**src/rtl/gru_seq_driver_pkg.sv**
```systemverilog
// Shared definitions for the GRU sequencer: config address map and FSM state type.
package gru_seq_driver_pkg;

  localparam int unsigned NUM_WB = 9;

  localparam logic [3:0] ADDR_BH     = 4'd8;
  localparam logic [3:0] ADDR_HSTATE = 4'd9;

  typedef enum logic [1:0] {
    ST_IDLE = 2'd0,
    ST_WAIT = 2'd1,
    ST_OUT  = 2'd2
  } state_t;

  function automatic logic cfg_addr_ok(input logic [3:0] addr);
    return addr <= ADDR_HSTATE;
  endfunction

endpackage

```
**src/rtl/gru_wb_regfile.sv**
```systemverilog
// Nine-entry weight/bias register file; entry 0 (Wz) lands in the LSBs of wb.
import gru_seq_driver_pkg::*;

module gru_wb_regfile #(
  parameter int unsigned DATA_WIDTH = 8
) (
  input  logic                         clk,
  input  logic                         rst,
  input  logic                         we,
  input  logic [3:0]                   addr,
  input  logic [DATA_WIDTH-1:0]        wdata,
  output logic [NUM_WB*DATA_WIDTH-1:0] wb
);

  logic [NUM_WB-1:0][DATA_WIDTH-1:0] regs;

  always_ff @(posedge clk or posedge rst) begin
    if (rst) begin
      regs <= '0;
    end else begin
      for (int unsigned i = 0; i < NUM_WB; i++) begin
        if (we && addr == 4'(i)) regs[i] <= wdata;
      end
    end
  end

  assign wb = regs;

endmodule

```
**src/rtl/gru_seq_driver.sv**
```systemverilog
// Step sequencer for the combinational GRU cell: holds weights and hidden state, paces each step.
// Optional build macro GRU_SEQ_PERF_CNT_EN adds the perf_steps handshake counter port.
import gru_seq_driver_pkg::*;

module gru_seq_driver #(
  parameter int unsigned DATA_WIDTH  = 8,
  parameter int unsigned FRACT_WIDTH = 5,
  parameter int unsigned CELL_LAT    = 2,
  parameter int unsigned SEQ_W       = 8
) (
  input  logic                         clk,
  input  logic                         rst,
  input  logic                         cfg_we,
  input  logic [3:0]                   cfg_addr,
  input  logic [DATA_WIDTH-1:0]        cfg_wdata,
  output logic                         cfg_err,
  input  logic                         x_valid,
  input  logic [DATA_WIDTH-1:0]        x_data,
  input  logic                         x_last,
  output logic                         x_ready,
  output logic [DATA_WIDTH-1:0]        cell_x,
  output logic [DATA_WIDTH-1:0]        cell_h_in,
  output logic [NUM_WB*DATA_WIDTH-1:0] cell_wb,
  input  logic [DATA_WIDTH-1:0]        cell_h_out,
  output logic                         h_valid,
  output logic [DATA_WIDTH-1:0]        h_data,
  output logic                         h_last,
  input  logic                         h_ready,
  output logic                         busy,
  output logic [SEQ_W-1:0]             seq_count
`ifdef GRU_SEQ_PERF_CNT_EN
  ,
  output logic [31:0]                  perf_steps
`endif
);

  if (CELL_LAT < 1 || CELL_LAT > 15 || FRACT_WIDTH >= DATA_WIDTH) begin : g_bad_params
    $error("gru_seq_driver: illegal parameter combination");
  end

  state_t                  state, state_nxt;
  logic [3:0]              cnt;
  logic [DATA_WIDTH-1:0]   x_reg;
  logic [DATA_WIDTH-1:0]   h_state;
  logic                    last_reg;
  logic                    cfg_ok;
  logic                    x_hs;
  logic                    h_hs;
  logic                    cnt_done;

  assign cfg_ok   = cfg_we && (state == ST_IDLE) && cfg_addr_ok(cfg_addr);
  assign x_hs     = x_valid && (state == ST_IDLE);
  assign h_hs     = h_ready && (state == ST_OUT);
  assign cnt_done = (state == ST_WAIT) && (cnt == 4'd1);

  assign x_ready   = (state == ST_IDLE);
  assign busy      = (state != ST_IDLE);
  assign h_valid   = (state == ST_OUT);
  assign h_last    = (state == ST_OUT) && last_reg;
  assign cell_x    = x_reg;
  assign cell_h_in = h_state;

  gru_wb_regfile #(
    .DATA_WIDTH(DATA_WIDTH)
  ) u_wb_regfile (
    .clk  (clk),
    .rst  (rst),
    .we   (cfg_ok && cfg_addr <= ADDR_BH),
    .addr (cfg_addr),
    .wdata(cfg_wdata),
    .wb   (cell_wb)
  );

  always_ff @(posedge clk or posedge rst) begin
    if (rst) state <= ST_IDLE;
    else     state <= state_nxt;
  end

  always_comb begin
    state_nxt = state;
    unique case (state)
      ST_IDLE: if (x_hs)     state_nxt = ST_WAIT;
      ST_WAIT: if (cnt_done) state_nxt = ST_OUT;
      ST_OUT:  if (h_hs)     state_nxt = ST_IDLE;
      default:               state_nxt = ST_IDLE;
    endcase
  end

  always_ff @(posedge clk or posedge rst) begin
    if (rst) begin
      cnt       <= '0;
      x_reg     <= '0;
      last_reg  <= 1'b0;
      h_state   <= '0;
      h_data    <= '0;
      cfg_err   <= 1'b0;
      seq_count <= '0;
    end else begin
      cfg_err <= cfg_we && !cfg_ok;

      if (x_hs) begin
        x_reg    <= x_data;
        last_reg <= x_last;
        cnt      <= 4'(CELL_LAT);
      end else if (state == ST_WAIT) begin
        cnt <= cnt - 4'd1;
      end

      if (cnt_done) h_data <= cell_h_out;

      // A preload only happens in IDLE, so it can never collide with capture or the end-of-sequence clear.
      if (cfg_ok && cfg_addr == ADDR_HSTATE) h_state <= cfg_wdata;
      else if (cnt_done)                     h_state <= cell_h_out;
      else if (h_hs && last_reg)             h_state <= '0;

      if (h_hs) begin
        if (last_reg)              seq_count <= '0;
        else if (seq_count != '1)  seq_count <= seq_count + 1'b1;
      end
    end
  end

`ifdef GRU_SEQ_PERF_CNT_EN
  always_ff @(posedge clk or posedge rst) begin
    if (rst)       perf_steps <= '0;
    else if (h_hs) perf_steps <= perf_steps + 32'd1;
  end
`endif

endmodule

```
**config.mk**
```make
export PLATFORM = sky130hd
export DESIGN_NAME = gru_seq_driver
export DESIGN_NICKNAME = d
export VERILOG_FILES = /design/src/rtl/gru_seq_driver_pkg.sv /design/src/rtl/gru_wb_regfile.sv /design/src/rtl/gru_seq_driver.sv
export SDC_FILE = /design/constraint.sdc
export NUM_CORES = 1
export LEC_CHECK = 0
export CAP_MARGIN = 20
export CORE_MARGIN = 5
export CORE_UTILIZATION = 50
export DETAILED_ROUTE_END_ITERATION = 6
export PLACE_DENSITY = 0.85
export SYNTH_ARGS = -nofsm -noshare
export SYNTH_HDL_FRONTEND = slang
export SYNTH_SLANG_ARGS = --single-unit
export TNS_END_PERCENT = 100
```
**constraint.sdc**
```tcl
create_clock -name clk -period 6.1 [get_ports clk]
set_input_delay 1.22 -clock clk [delete_from_list [all_inputs] [get_ports clk]]
set_output_delay 1.22 -clock clk [all_outputs]
set_load 0.01 [all_outputs]
```
======== After elaboration in Yosys (flattened, before gate mapping) ========
Index checks and enable logic that the tools add are counted.
storage, ports and cells
  output and inout port bits .............. 109
  input port bits ......................... 34
  bits in registers ....................... 112
operators by class
  mux-type cells .......................... 11
  order comparisons ....................... 2
  reduce and logical (&&, ||, !) cells .... 28
  eq/ne operators ......................... 16
  $add $sub $neg .......................... 2
operators with widths
  operator                                                                  count
  8-bit 2-to-1 mux                                                          5
  1-bit logical AND                                                         19
  4-bit by 3-bit == test with 1-bit output (second input constant)          4
  8-bit by 1-bit adder with 8-bit output (second input constant)            1
  4-bit by 1-bit == test with 1-bit output (second input constant)          2
  4-bit by 2-bit == test with 1-bit output (second input constant)          2
  4-bit == test (second input constant)                                     2
  4-bit <= comparator (second input constant)                               2
  4-bit 2-to-1 mux                                                          2
  8-bit inequality test (second input constant)                             1
  2-bit 2-to-1 mux                                                          3
  2-bit case mux with 3 select lines                                        1
  2-bit nonzero test                                                        3
  4-bit logical NOT                                                         1
  2-bit by 1-bit inequality test with 1-bit output (second input constant)  2
  4-bit by 1-bit subtractor with 4-bit output (second input constant)       1
  3-bit AND reduction                                                       1
  3-bit nonzero test                                                        1
  2-bit by 1-bit == test with 1-bit output (second input constant)          1
  2-bit == test (second input constant)                                     1
  2-bit logical NOT                                                         1
  2-bit inequality test (second input constant)                             1
  2-bit AND reduction                                                       1
  1-bit logical NOT                                                         1

======== Depth between registers and ports, before layout ========
Gate-level depths: netlist of run 1.
  word-level depth ........................ 6
  mapped depth ............................ 8
  gate-level depth less buffers ........... 6

======== By module ========
Synthesis of run 1 repeated with hierarchy kept, for this count alone.
unflattened totals
  cells, all modules ...................... 312
  area total of the unflattened synthesis .. 4648.2 um^2
modules (own cells, without submodules)
  module          cells an instance  area each (um^2)  seq. area each (um^2)  times used
  gru_wb_regfile  160                2776.4            1801.7                 1
  gru_seq_driver  152                1871.8            1001.0                 1

======== Least setup slack after synthesis of run 1 ========
Ideal clock, no wire load.
  kind .................................... in2reg
  start point ............................. in cfg_addr[1]
  end point ............................... reg h_state[0] (netlist: cell_h_in[0])
  path slack .............................. 3.646 ns
  data arrival time ....................... 2.336 ns
  cell stages on the path ................. 5
  path through ............................ buf_2 -> nand2b_1 -> nor4_4 -> nor3_2 -> a21o_1
on the way
  cells in the longest elaborated chain, start to end .. 4
  elaborated cells on any way between the ends .. 6
  classes of those cells .................. order compare (1); eq/ne (1); mux (1); reduce/logical (3)
ends and longest elaborated chain
  item                                                                     RTL line                  RTL
  start: declaration                                                       gru_seq_driver.sv:14      input logic [3:0] cfg_addr,
  4-bit <= comparator                                                      gru_seq_driver_pkg.sv:16  return addr <= ADDR_HSTATE;
  1-bit logical AND                                                        gru_seq_driver.sv:51      assign cfg_ok = cfg_we && (state == ST_IDLE) && cfg_addr_ok(cfg_addr);
  1-bit logical AND (*)                                                    gru_seq_driver.sv:112     if (cfg_ok && cfg_addr == ADDR_HSTATE) h_state <= cfg_wdata;
  3-bit nonzero test (no line) / 8-bit 2-to-1 mux (equally long branches)  -
  end signal: assignment                                                   gru_seq_driver.sv:112
  end signal: assignment                                                   gru_seq_driver.sv:113     else if (cnt_done) h_state <= cell_h_out;
  end: declaration                                                         gru_seq_driver.sv:44      logic [DATA_WIDTH-1:0] h_state;
Every way passes the cells marked *; elsewhere a longest branch is shown, timed or not.
A chain may end at the register's enable or synchronous reset.

======== Worst setup path in the final report of run 1 ========
  start point ............................. reg state[1]
  end point ............................... out h_last
on the way
  cells in the longest elaborated chain, start to end .. 2
ends and longest elaborated chain
  item                      RTL line              RTL
  start: declaration        gru_seq_driver.sv:41  state_t state, state_nxt;
  start signal: assignment  gru_seq_driver.sv:76  else state <= state_nxt;
  2-bit == test             gru_seq_driver.sv:59  assign h_last = (state == ST_OUT) && last_reg;
  1-bit logical AND         gru_seq_driver.sv:59
  end: declaration          gru_seq_driver.sv:27  output logic h_last,
No other way between the ends.

==> metrics.cfg, run 1 <==
[run_status]
status = finished clean

[pwr]
power_mw = 2.83
vdd_drop_max_mv = 0.231
powerDensity_mw_per_mm2 = 450
power_leakage_nw = 2.85

[routing]
drc = 0
dr_wl_met3_um = 629
drt-met1-wl_um = 4690
routed_via_density = 5.44
drt_iter0_drc = 94
first_pass_iters = 4
routed-wl-met2_um = 5670
wirelength_um = 11200
final_antenna_net_count = 0
wl_per_cell_um = 19.6
highest_layer = met4
vias = 3123

[sta]
holdWs_ns = 0.485
rsz0062_at_grt = false
setup_viol = 0
max_slew_margin_pct = 49.3
slew_viol_final = 0
tightest_slew_ns = 0.760
fin_worst_skew_ns = 0.0135
fin_crit_sh_pct = 51.2
fmax_ghz = 0.320
period_minus_slack_ns = 3.12
finalHoldViolations = 0
tns_ns = 0

[critical_path]
crit_path_cell_trace = nor2b_1, and2_1, clkdlybuf4s50_1
slowest_stage = dfrtp_1
critPathKind = register to output pin
crit_family = flip-flops
crit_fanout = 8
crit_buf_inv = 1
worstSetupStartpointType = register
cp.arrival_ns = 1.90
cp.required_ns = 4.88
slowest_delay_ns = 0.56
end_kind = output pin

[layout]
final_cell_mix = 142 x clkdlybuf4s50_1, 112 x dfrtp_1, 89 x mux2_2, 11 x a21o_1
area_delta_synth_final_pct = 36.6
fillers = 670
final_cells = 574
largest_reg_flops = 72
final_common_cell = clkdlybuf4s50_1
antenna_cells = 0
num-nets-final = 495
layout-drive-gt1-share_pct = 25.7

[synthesis]
syn_inst = 322
yosysUniqueCellTypes = 44
async_flop_share_pct = 100
avgSynthCellArea_um2 = 14.3
synth_fp_nets = 359
ys_top_cells_by_area = dfrtp_1 61%, mux2_2 22%, a22o_1 1.9%
synth_top_area_share_pct = 60.9
syn_area_mm2 = 0.00460
ys_seq_area_share_pct = 60.9
ys.warnings.count = 0
ys_ff_latch = 112
synth_edf_count = 0
synth_top_flop_cell = dfrtp_1
synth_largest_area_cell = dfrtp_1

[clock_network]
cts_max_level = 3
clock_path_buffers = 2
cts_resized = 0
numCtsBuffers = 9
postCtsHoldBufs = 0
cts_setup_buffers = 0
clk_latency_ns = 0.37
cts.clk_slew.worst_paths_ns = 0.11
cts_tree = built
cts_root_buffer = clkbuf_8
cts.sinks = 112

[floorplanning]
core_mm2 = 0.00911
core.rowCount = 35
dieArea_mm2 = 0.0112
die_h_um = 106
ios = 143
initial_core_util_pct = 50.5
die_w_um = 106

[run]
drv_cap = 0

[placed_design]
hpwl_um = 8250
gp_congestion = 0.849
dpl.cell_count = 558
port_buffers = 142

[hold_path]
min_path_type = register to register

[global_routing]
grt_max_degree = 65
antenna_found_initial = 0
gr-total-overflow = 0
grt_pass1_vias = 3291
grt_pass1_wl_um = 18100
track_usage_pct = 20.7

## worst paths after layout
path	start	end	slack (ns)	cells after the start
max	state[1]$_DFFE_PP0P_	h_last	2.98	3
min	cell_h_in[7]$_DFFE_PP0P_	cell_h_in[7]$_DFFE_PP0P_	0.48	1
min in group asynchronous	rst	u_wb_regfile.wb[33]$_DFFE_PP0P_	1.33	2
max reg2reg	cnt[1]$_DFFE_PP0P_	cell_h_in[0]$_DFFE_PP0P_	3.98	6
min reg2reg	cell_h_in[7]$_DFFE_PP0P_	cell_h_in[7]$_DFFE_PP0P_	0.48	1
max in group asynchronous	rst	u_wb_regfile.wb[44]$_DFFE_PP0P_	3.68	3
## report_power, final
group	internal, mW	total [mW]	switching (mW)
clock	0.167	0.426	0.259
sequential	1.03	1.21	0.182
combinational	0.737	1.19	0.453
total	1.93	2.83	0.893
## metal layers
| metal | track usage [%] | vias up |
|---|---|---|
| li1 | - | 1414 |
| met1 | 26.5 | 1593 |
| met2 | 35.3 | 98 |
| met3 | 4.19 | 18 |
| met4 | 7.22 | 0 |
| met5 | 0 | - |
## final cells by class
type	instances	area, um2	area share (%)
clock buffers	10	138	2.19
inverters	6	25.0	0.398
multi-input cells	186	1700	27.1
clock inverters	6	51.3	0.816
flip-flops and latches	112	2800	44.6
well taps	111	139	2.21
repair buffers	143	1430	22.7
## kinds of logic (layout without fill, tap and decap cells)
| logic type | Yosys count | in the layout | synth area share, % |
|---|---|---|---|
| DFF | 112 | 112 | 60.9 |
| AOI/OAI and AO/OA | 42 | 42 | 6.52 |
| adders and majority gates | 3 | 3 | 0.816 |
| buffers and inverters | 24 | 165 | 2.15 |
| and+or+nand+nor | 50 | 50 | 7.42 |
| xor gates and xnor gates | 1 | 1 | 0.190 |
| muxes | 90 | 90 | 22.0 |
## Yosys cell counts (4+ instances only)
| cell | count |
|---|---|
| mux2_2 | 89 |
| o21ai_0 | 6 |
| nand2b_1 | 4 |
| nor2_1 | 7 |
| buf_2 | 7 |
| dfrtp_1 | 112 |
| a22o_1 | 10 |
| buf_1 | 8 |
| a21oi_1 | 5 |
| nand2_1 | 7 |
| inv_1 | 6 |
| a21o_1 | 11 |
## per-stage QoR
stage | instance area, um2 | util [%] | worst slack, ns
2_1_floorplan | 4600 | - | 1.92
3_3_place_gp | 6100 | 66.9 | 3.04
3_5_place_dp | 6100 | 66.9 | 2.88
4_1_cts | 6290 | 69.0 | 2.97
5_1_grt | 6290 | 69.0 | 2.88
6_report | 6290 | 69.0 | 2.98
## worst register-to-register path: cells and delay by family, from the launching register on
kind | cells | cell delay [ns]
fa+ha+maj | 1 | 0.17
simple gates | 3 | 1.11
compound gates | 1 | 0.23
buf+inv | 1 | 0.11
flops | 1 | 0.40
Note: power is estimated with default switching activity, not from simulation.
==> run 2, diff against run 1 <==
--- a/config.mk
+++ b/config.mk
@@ -7,9 +7,9 @@
 export LEC_CHECK = 0
 export CAP_MARGIN = 20
 export CORE_MARGIN = 5
-export CORE_UTILIZATION = 50
+export CORE_UTILIZATION = 42
 export DETAILED_ROUTE_END_ITERATION = 6
-export PLACE_DENSITY = 0.85
+export PLACE_DENSITY = 0.76
 export SYNTH_ARGS = -nofsm -noshare
 export SYNTH_HDL_FRONTEND = slang
 export SYNTH_SLANG_ARGS = --single-unit
==> constraint.sdc (replaced) <==
create_clock -name clk -period 2.5 [get_ports clk]
set_input_delay 0.5 -clock clk [delete_from_list [all_inputs] [get_ports clk]]
set_output_delay 0.5 -clock clk [all_outputs]
set_load 0.01 [all_outputs]
==> metrics.cfg, run 2 (same netlist as run 1, synthesis figures left out) <==
[layout]
num-nets-final = 502  ; was 495
layout-drive-gt1-share_pct = 26.5  ; was 25.7%
final_common_cell = clkdlybuf4s50_1  ; unchanged
seq_area_mm2 = 0.00280  ; unchanged
final_cell_mix = 142 x clkdlybuf4s50_1, 112 x dfrtp_1, 89 x mux2_2, 11 x a21o_1, 10 x a22o_1  ; was 142 x clkdlybuf4s50_1, 112 x dfrtp_1, 89 x mux2_2, 11 x a21o_1
antenna_cells = 0  ; unchanged
fillers = 885  ; was 670
multi_input_area_mm2 = 0.00170  ; unchanged
area_delta_synth_final_pct = 38.9  ; was 36.6%
largest_reg_flops = 72  ; unchanged
fin_util_pct = 59.3  ; was 69.0%

[global_routing]
track_usage_pct = 18.6  ; was 20.7%
grt_pass1_wl_um = 18800  ; was 18100 um
grt_max_degree = 55  ; was 65
gr-total-overflow = 0  ; unchanged
grt_pass1_vias = 3399  ; was 3291
antenna_found_initial = 0  ; unchanged

[clock_network]
cts_root_buffer = clkbuf_8  ; unchanged
cts_max_level = 3  ; unchanged
postCtsHoldBufs = 0  ; unchanged
cts.sinks = 112  ; unchanged
cts_setup_buffers = 0  ; unchanged
cts.clk_slew.worst_paths_ns = 0.09  ; was 0.11 ns
clock_path_buffers = 2  ; unchanged
numCtsBuffers = 9  ; unchanged
clk_latency_ns = 0.36  ; was 0.37 ns
cts_resized = 0  ; unchanged
cts_tree = built  ; unchanged

[sta]
max_slew_margin_pct = 61.4  ; was 49.3%
fin_worst_skew_ns = 0.00814  ; was 0.0135 ns
slew_viol_final = 0  ; unchanged
fin_crit_sh_pct = 95.7
finalHoldViolations = 0  ; unchanged
rsz0062_at_grt = false  ; unchanged
fmax_ghz = 0.418
setup_viol = 0  ; unchanged
timing.final.ws_setup_ns = 0.106  ; was 2.98 ns
period_minus_slack_ns = 2.39
tightest_slew_ns = 0.577  ; was 0.760 ns
tns_ns = 0  ; unchanged
holdWs_ns = 0.491  ; was 0.485 ns

[floorplanning]
die_w_um = 115  ; was 106 um
die_h_um = 115  ; was 106 um
dieArea_mm2 = 0.0132  ; was 0.0112 mm2
ios = 143  ; unchanged
initial_core_util_pct = 42.7  ; was 50.5%
core_mm2 = 0.0108  ; was 0.00911 mm2
core.rowCount = 38  ; was 35

[run]
drv_cap = 0  ; unchanged

[critical_path]
crit_fanout = 8  ; unchanged
critPathKind = register to output pin  ; unchanged
cp.required_ns = 2.00  ; was 4.88 ns
worstSetupStartpointType = register  ; unchanged
cp.arrival_ns = 1.89  ; was 1.90 ns
end_kind = output pin  ; unchanged

[placed_design]
place_ws_ns = 0.165  ; was 2.88 ns
gp_congestion = 0.731  ; was 0.849
hpwl_um = 8630  ; was 8250 um
port_buffers = 142  ; unchanged

[pwr]
powerDensity_mw_per_mm2 = 1080  ; was 450 mW/mm2
vdd_drop_max_mv = 0.550  ; was 0.231 mV
power_leakage_nw = 2.88  ; was 2.85 nW

[routing]
first_pass_iters = 4  ; unchanged
final_antenna_net_count = 0  ; unchanged
wl_per_cell_um = 19.5  ; was 19.6 um
vias = 3139  ; was 3123
drt_iter0_drc = 172  ; was 94
wirelength_um = 11900  ; was 11200 um
routed_via_density = 5.16  ; was 5.44
drc = 0  ; unchanged

[hold_path]
min_path_type = register to register  ; unchanged

[run_status]
status = finished clean  ; unchanged

==> run 2: worst max-delay path: stages (launching register included) <==
cell and delay [ns]:
dfrtp_1 0.54, nor2b_1 0.31, and2_1 0.17, clkdlybuf4s50_1 0.53
==> run 2: routing by layer <==
| metal | vias up | global-route usage, % | routed length [um] |
|---|---|---|---|
| met4 | 0 | 5.56 | 138 |
| li1 | 1431 | - | - |
| met2 | 109 | 30.4 | 5720 |
| met3 | 13 | 7.77 | 1200 |
| met1 | 1586 | 22.6 | 4830 |
| met5 | - | 0 | 0 |
==> run 2: final cells by class <==
type / count / area share [%]
multi-input cells: 186 / 26.6
inverters: 6 / 0.411
clock buffers: 9 / 1.94
well taps: 140 / 2.74
repair buffers: 150 / 23.6
flip-flops and latches: 112 / 43.8
clock inverters: 5 / 0.920
==> run 2: per-stage QoR <==
| stage | power (mW) | cell area, um2 | std cells |
|---|---|---|---|
| after CTS | 7.02 | 6390 | 608 |
| after global placement | 5.86 | 6210 | 594 |
| final | 6.93 | 6390 | 608 |
| after detailed placement | 5.96 | 6210 | 594 |
| after global routing | 7.34 | 6390 | 608 |
| after floorplan | 4.21 | 4610 | 322 |
==> run 2: path summary, 6_finish.rpt <==
| kind | slack [ns] | cells past startpoint | startpoint | to |
|---|---|---|---|---|
| setup / recovery | 0.11 | 3 | state[1]$_DFFE_PP0P_ | h_last |
| hold / removal | 0.49 | 1 | cell_h_in[5]$_DFFE_PP0P_ | cell_h_in[5]$_DFFE_PP0P_ |
| setup reg to reg | 0.49 | 5 | seq_count[0]$_DFFE_PP0P_ | seq_count[5]$_DFFE_PP0P_ |
| hold reg to reg | 0.49 | 1 | cell_h_in[5]$_DFFE_PP0P_ | cell_h_in[5]$_DFFE_PP0P_ |
| max in group asynchronous | 1.37 | 3 | rst | h_data[0]$_DFFE_PP0P_ |
| min in group asynchronous | 0.50 | 2 | rst | u_wb_regfile.wb[2]$_DFFE_PP0P_ |
==> run 2: power by group <==
group / total [mW] / leakage, nW / internal (mW) / switching, mW
clock network: 1.04 / 0.0929 / 0.456 / 0.579
logic: 2.91 / 1.34 / 1.81 / 1.11
registers: 2.98 / 1.45 / 2.51 / 0.463
total: 6.93 / 2.88 / 4.78 / 2.15
==> run 3, diff against run 2 <==
--- a/config.mk
+++ b/config.mk
@@ -12,5 +12,6 @@
 export PLACE_DENSITY = 0.76
 export SYNTH_ARGS = -nofsm -noshare
 export SYNTH_HDL_FRONTEND = slang
+export SYNTH_HIERARCHICAL = 1
 export SYNTH_SLANG_ARGS = --single-unit
 export TNS_END_PERCENT = 100
==> metrics.cfg, run 3 <==
[run_status]
status = finished clean  ; unchanged

[sta]
fmax_ghz = 0.436  ; was 0.418 GHz
tightest_slew_ns = 0.635  ; was 0.577 ns
max_slew_margin_pct = 57.6  ; was 61.4%
fin_crit_sh_pct = 91.7  ; was 95.7%
slew_viol_final = 0  ; unchanged
holdWs_ns = 0.479  ; was 0.491 ns
rsz0062_at_grt = false  ; unchanged
setup_viol = 0  ; unchanged
fin_worst_skew_ns = 0.0128  ; was 0.00814 ns
period_minus_slack_ns = 2.29  ; was 2.39 ns
tns_ns = 0  ; unchanged
timing.final.ws_setup_ns = 0.208  ; was 0.106 ns
finalHoldViolations = 0  ; unchanged

[synthesis]
ys_top_cells_by_area = dfrtp_1 60%, mux2_2 21%, a221o_1 1.9%  ; was dfrtp_1 61%, mux2_2 22%, a22o_1 1.9%
synth_most_common_cell = dfrtp_1  ; unchanged
yosysUniqueCellTypes = 48  ; was 44
synth_common_cells = 112 x dfrtp_1, 86 x mux2_2, 9 x a221o_1  ; was 112 x dfrtp_1, 89 x mux2_2, 11 x a21o_1
synth_top_flop_cell = dfrtp_1  ; unchanged
synth_fp_nets = 349  ; was 359
synth_largest_area_cell = dfrtp_1  ; unchanged
ys_seq_area_share_pct = 60.3  ; was 60.9%
ys.warnings.count = 6  ; was 0
syn_inst = 312  ; was 322
synth_edf_count = 0  ; unchanged
avgSynthCellArea_um2 = 14.9  ; was 14.3 um2
syn_area_mm2 = 0.00465  ; was 0.00460 mm2
ys_ff_latch = 112  ; unchanged
synth_top_area_share_pct = 60.3  ; was 60.9%
async_flop_share_pct = 100  ; unchanged

[clock_network]
cts.sinks = 112  ; unchanged
postCtsHoldBufs = 0  ; unchanged
cts.clk_slew.worst_paths_ns = 0.10  ; was 0.09 ns
cts_max_level = 3  ; unchanged
clock_path_buffers = 2  ; unchanged
numCtsBuffers = 9  ; unchanged
cts_setup_buffers = 0  ; unchanged
cts_resized = 0  ; unchanged
cts_tree = built  ; unchanged
clk_latency_ns = 0.37  ; was 0.36 ns
cts_root_buffer = clkbuf_8  ; unchanged

[critical_path]
end_kind = output pin  ; unchanged
critPathKind = register to output pin  ; unchanged
cp.required_ns = 2.00  ; about the same
cp.arrival_ns = 1.79  ; was 1.89 ns
worstSetupStartpointType = register  ; unchanged
crit_fanout = 7  ; was 8

[routing]
final_antenna_net_count = 0  ; unchanged
vias = 3242  ; was 3139
routed_via_density = 5.25  ; was 5.16
wl_per_cell_um = 18.7  ; was 19.5 um
drc = 0  ; unchanged
wirelength_um = 11600  ; was 11900 um
drt_iter0_drc = 188  ; was 172
first_pass_iters = 4  ; unchanged

[global_routing]
antenna_found_initial = 0  ; unchanged
gr-total-overflow = 0  ; unchanged
grt_pass1_vias = 3441  ; was 3399
grt_pass1_wl_um = 18400  ; was 18800 um
track_usage_pct = 17.8  ; was 18.6%
grt_max_degree = 41  ; was 55

[placed_design]
gp_congestion = 0.796  ; was 0.731
dpl-instance-area_mm2 = 0.00639  ; was 0.00621 mm2
dpl.cell_count = 602  ; was 594
hpwl_um = 8750  ; was 8630 um
port_buffers = 142  ; unchanged
place_ws_ns = -0.0928  ; was 0.165 ns

[floorplanning]
die_h_um = 115  ; about the same
ios = 143  ; unchanged
dieArea_mm2 = 0.0133  ; was 0.0132 mm2
initial_core_util_pct = 42.9  ; was 42.7%
core.rowCount = 38  ; unchanged
die_w_um = 115  ; about the same
core_mm2 = 0.0108  ; about the same

[layout]
largest_reg_flops = 72  ; unchanged
final_common_cell = clkdlybuf4s50_1  ; unchanged
final_cell_area_mm2 = 0.00656  ; was 0.00639 mm2
seq_area_mm2 = 0.00280  ; unchanged
layout-drive-gt1-share_pct = 28.3  ; was 26.5%
multi_input_area_mm2 = 0.00177  ; was 0.00170 mm2
fin_util_pct = 60.5  ; was 59.3%
area_delta_synth_final_pct = 41.2  ; was 38.9%
final_cells = 617  ; was 608
final_cell_mix = 142 x clkdlybuf4s50_1, 112 x dfrtp_1, 86 x mux2_2, 10 x clkbuf_8, 10 x buf_4  ; was 142 x clkdlybuf4s50_1, 112 x dfrtp_1, 89 x mux2_2, 11 x a21o_1, 10 x a22o_1
antenna_cells = 0  ; unchanged
fillers = 871  ; was 885
num-nets-final = 510  ; was 502

[pwr]
power_mw = 5.96  ; was 6.93 mW
power_leakage_nw = 2.99  ; was 2.88 nW
powerDensity_mw_per_mm2 = 908  ; was 1080 mW/mm2
vdd_drop_max_mv = 0.508  ; was 0.550 mV

[run]
drv_cap = 0  ; unchanged

[hold_path]
min_path_type = input pin to async pin  ; was register to register

[run 3: critical path, stage by stage (launching register included)]
cell	delay, ns
dfrtp_1	0.46
and2b_2	0.31
and2_1	0.14
clkdlybuf4s50_1	0.53
[run 3: final cells by class]
class | count | area share (%)
well taps | 140 | 2.67
multi-input cells | 186 | 27.0
clock inverters | 5 | 0.610
clock buffers | 10 | 2.10
repair buffers | 158 | 24.6
flip-flops and latches | 112 | 42.7
inverters | 6 | 0.343
[run 3: cell families after synthesis]
logic type               Yosys count  synth area share [%]
flip-flops                       112                  60.3
multiplexers                      86                  20.8
AND/OR/NAND/NOR                   58                  9.83
AO/OA/AOI/OAI                     39                  6.60
buffers and inverters             14                  1.64
adder cells (fa/ha/maj)            3                 0.808
[run 3: final timing paths]
path / startpoint / endpoint / slack [ns] / cells past startpoint
max: state[0]$_DFFE_PP0P_ / h_last / 0.21 / 3
min: rst / cell_x[3]$_DFFE_PP0P_ / 0.48 / 2
max reg2reg: state[1]$_DFFE_PP0P_ / u_wb_regfile/wb[18]$_DFFE_PP0P_ / 0.39 / 6
min reg2reg: h_data[0]$_DFFE_PP0N_ / h_data[0]$_DFFE_PP0N_ / 0.49 / 1
max in group asynchronous: rst / u_wb_regfile/wb[13]$_DFFE_PP0P_ / 1.38 / 3
min in group clk: h_data[0]$_DFFE_PP0N_ / h_data[0]$_DFFE_PP0N_ / 0.49 / 1
[run 3: report_power, final]
| group | leakage [nW] | internal, mW | switching (mW) |
|---|---|---|---|
| sequential | 1.46 | 2.33 | 0.347 |
| clock | 0.0814 | 0.391 | 0.589 |
| combinational | 1.45 | 1.40 | 0.903 |
| total | 2.99 | 4.12 | 1.84 |
[run 3: routing by layer]
layer,wire length (um),global-route usage (%)
met1,4950,23.3
met3,948,4.95
met5,0,0
met2,5410,28.5
met4,242,6.73
==> RTL change: new RTL, config.mk and constraints of run 3 <==
Re-encode `state_t` (3 states) as one-hot, 3 bits wide.
--- a/src/rtl/gru_seq_driver_pkg.sv
+++ b/src/rtl/gru_seq_driver_pkg.sv
@@ -6,10 +6,10 @@
   localparam logic [3:0] ADDR_BH     = 4'd8;
   localparam logic [3:0] ADDR_HSTATE = 4'd9;
 
-  typedef enum logic [1:0] {
-    ST_IDLE = 2'd0,
-    ST_WAIT = 2'd1,
-    ST_OUT  = 2'd2
+  typedef enum logic [2:0] {
+    ST_IDLE = 3'b001,
+    ST_WAIT = 3'b010,
+    ST_OUT  = 3'b100
   } state_t;
 
   function automatic logic cfg_addr_ok(input logic [3:0] addr);
Function: same outputs for any inputs over 10 cycles, from zero or initial values and one cycle with rst high; not proved beyond that.
==> RTL change against run 3 <==
  * Non-clock buffer count up 4
  * Clock skew down 2.0 ps
  * Fmax down 4.5%
  * Utilization up 4.0 points
  * Power up 30%
  * Worst setup slack worse by 110 ps
  * Cell area up 7.5%
  * Routed wire length up 4.5%
  * Largest cell class unchanged
  * Area after synthesis up 1.6%
  * Global-route usage up 0.95 points
  * Sequential cell count up 1
  * Register-to-register slack worse by 140 ps
  * Sequential power up 7.5%
==> RTL change: results (changes against run 3) <==
* Gr usage total at 0.188 (+0.00953)
* Syn nets at 358 (+2.6%)
* Commonest cells in the netlist: 112 x dfrtp_1, 72 x mux2_2, 17 x mux2_1
* First-pass GRT wire length at 19.5 mm (+5.9%)
* Synth Area in Adders at 0.00794 (-0.000130)
* Clk network pwr share at 0.306 (+0.141)
* GP Congestion at 0.775 (-2.7%)
* Leakage Power at 0.00327 µW (+9.2%)
* Met1 wire length at 5.20 mm (+4.9%)
* Nets at 530 (+3.9%)
* Clk_lat worst skew at 400 ps (+30 ps)
* CTS Root Cell: clkbuf_16
* Outcome: completed
* Post-synthesis compound-gate area fraction at 0.0646 (-0.00133)
* Sequential fraction of the synthesis area at 0.599 (-0.00418)
* Mean number of vias per cell at 5.25 (about the same)
* CTS H-Tree Depth at 4 (+1)
* Arrival time at the worst endpoint at 1900 ps (+110 ps)
* Worst IR Drop VDD at 0.000574 V (+13%)
* Worst setup startpoint: state[0]
* Reg2reg end: u_wb_regfile/wb[11]
* Post-synthesis mux area share at 0.218 (+0.0101)
* Top post-synthesis cells by area: dfrtp_1 59%, mux2_2 17%, mux2_1 4.1%
* Syn avg cell area at 14.7 µm² (-1.2%)
* Largest net degree at the start of global routing at 34 (-17%)
* Via count at 3387 (+4.5%)
* Crit path max fanout at 6 (-1)
* Post-Place Cell Area at 6450 µm² (+1.1%)
* Flop-to-flop setup slack at 250 ps (-140 ps)
* Slew margin rel. at 0.610 (+0.0338)
* Initial DRC Count at 199 (+5.9%)
* Vias in the first global route at 3583 (+4.1%)
* Combinational Power at 2510 µW (+9.1%)
* Average wire per standard cell at 18.7 µm (about the same)
* Post-Synth XOR/XNOR Area at 0.00556 (+0.00556)
[RTL change: layer usage]
metal  up-vias  track usage
met5         -            0
met4         0       0.0526
met3        17       0.0616
met2       146        0.293
met1      1707        0.254
li1       1517            -
[RTL change: metrics by stage]
| stage | setup WS (ps) | hold slack [ps] | total power, µW |
|---|---|---|---|
| 6_report | 101 | 391 | 7740 |
| 5_1_grt | 3.44 | 426 | 8150 |
| 4_1_cts | 34.5 | 387 | 7810 |
| 3_3_place_gp | -46.3 | 466 | 5310 |
| 2_1_floorplan | 175 | 492 | 3820 |
| 3_5_place_dp | -122 | 468 | 5410 |
[RTL change: worst max-delay path: stages, from the launching register on]
cell and delay, ps:
dfstp_2 590, nor3b_4 210, buf_4 170, clkdlybuf4s50_1 530
[RTL change: cell type report]
type / instances / area [µm²]
clock buffers: 19 / 443
repair buffers: 162 / 1630
inverters: 7 / 26.3
flip-flops and latches: 113 / 2830
fillers: 831 / 3880
multi-input cells: 192 / 1810
well taps: 140 / 175
clock inverters: 12 / 141
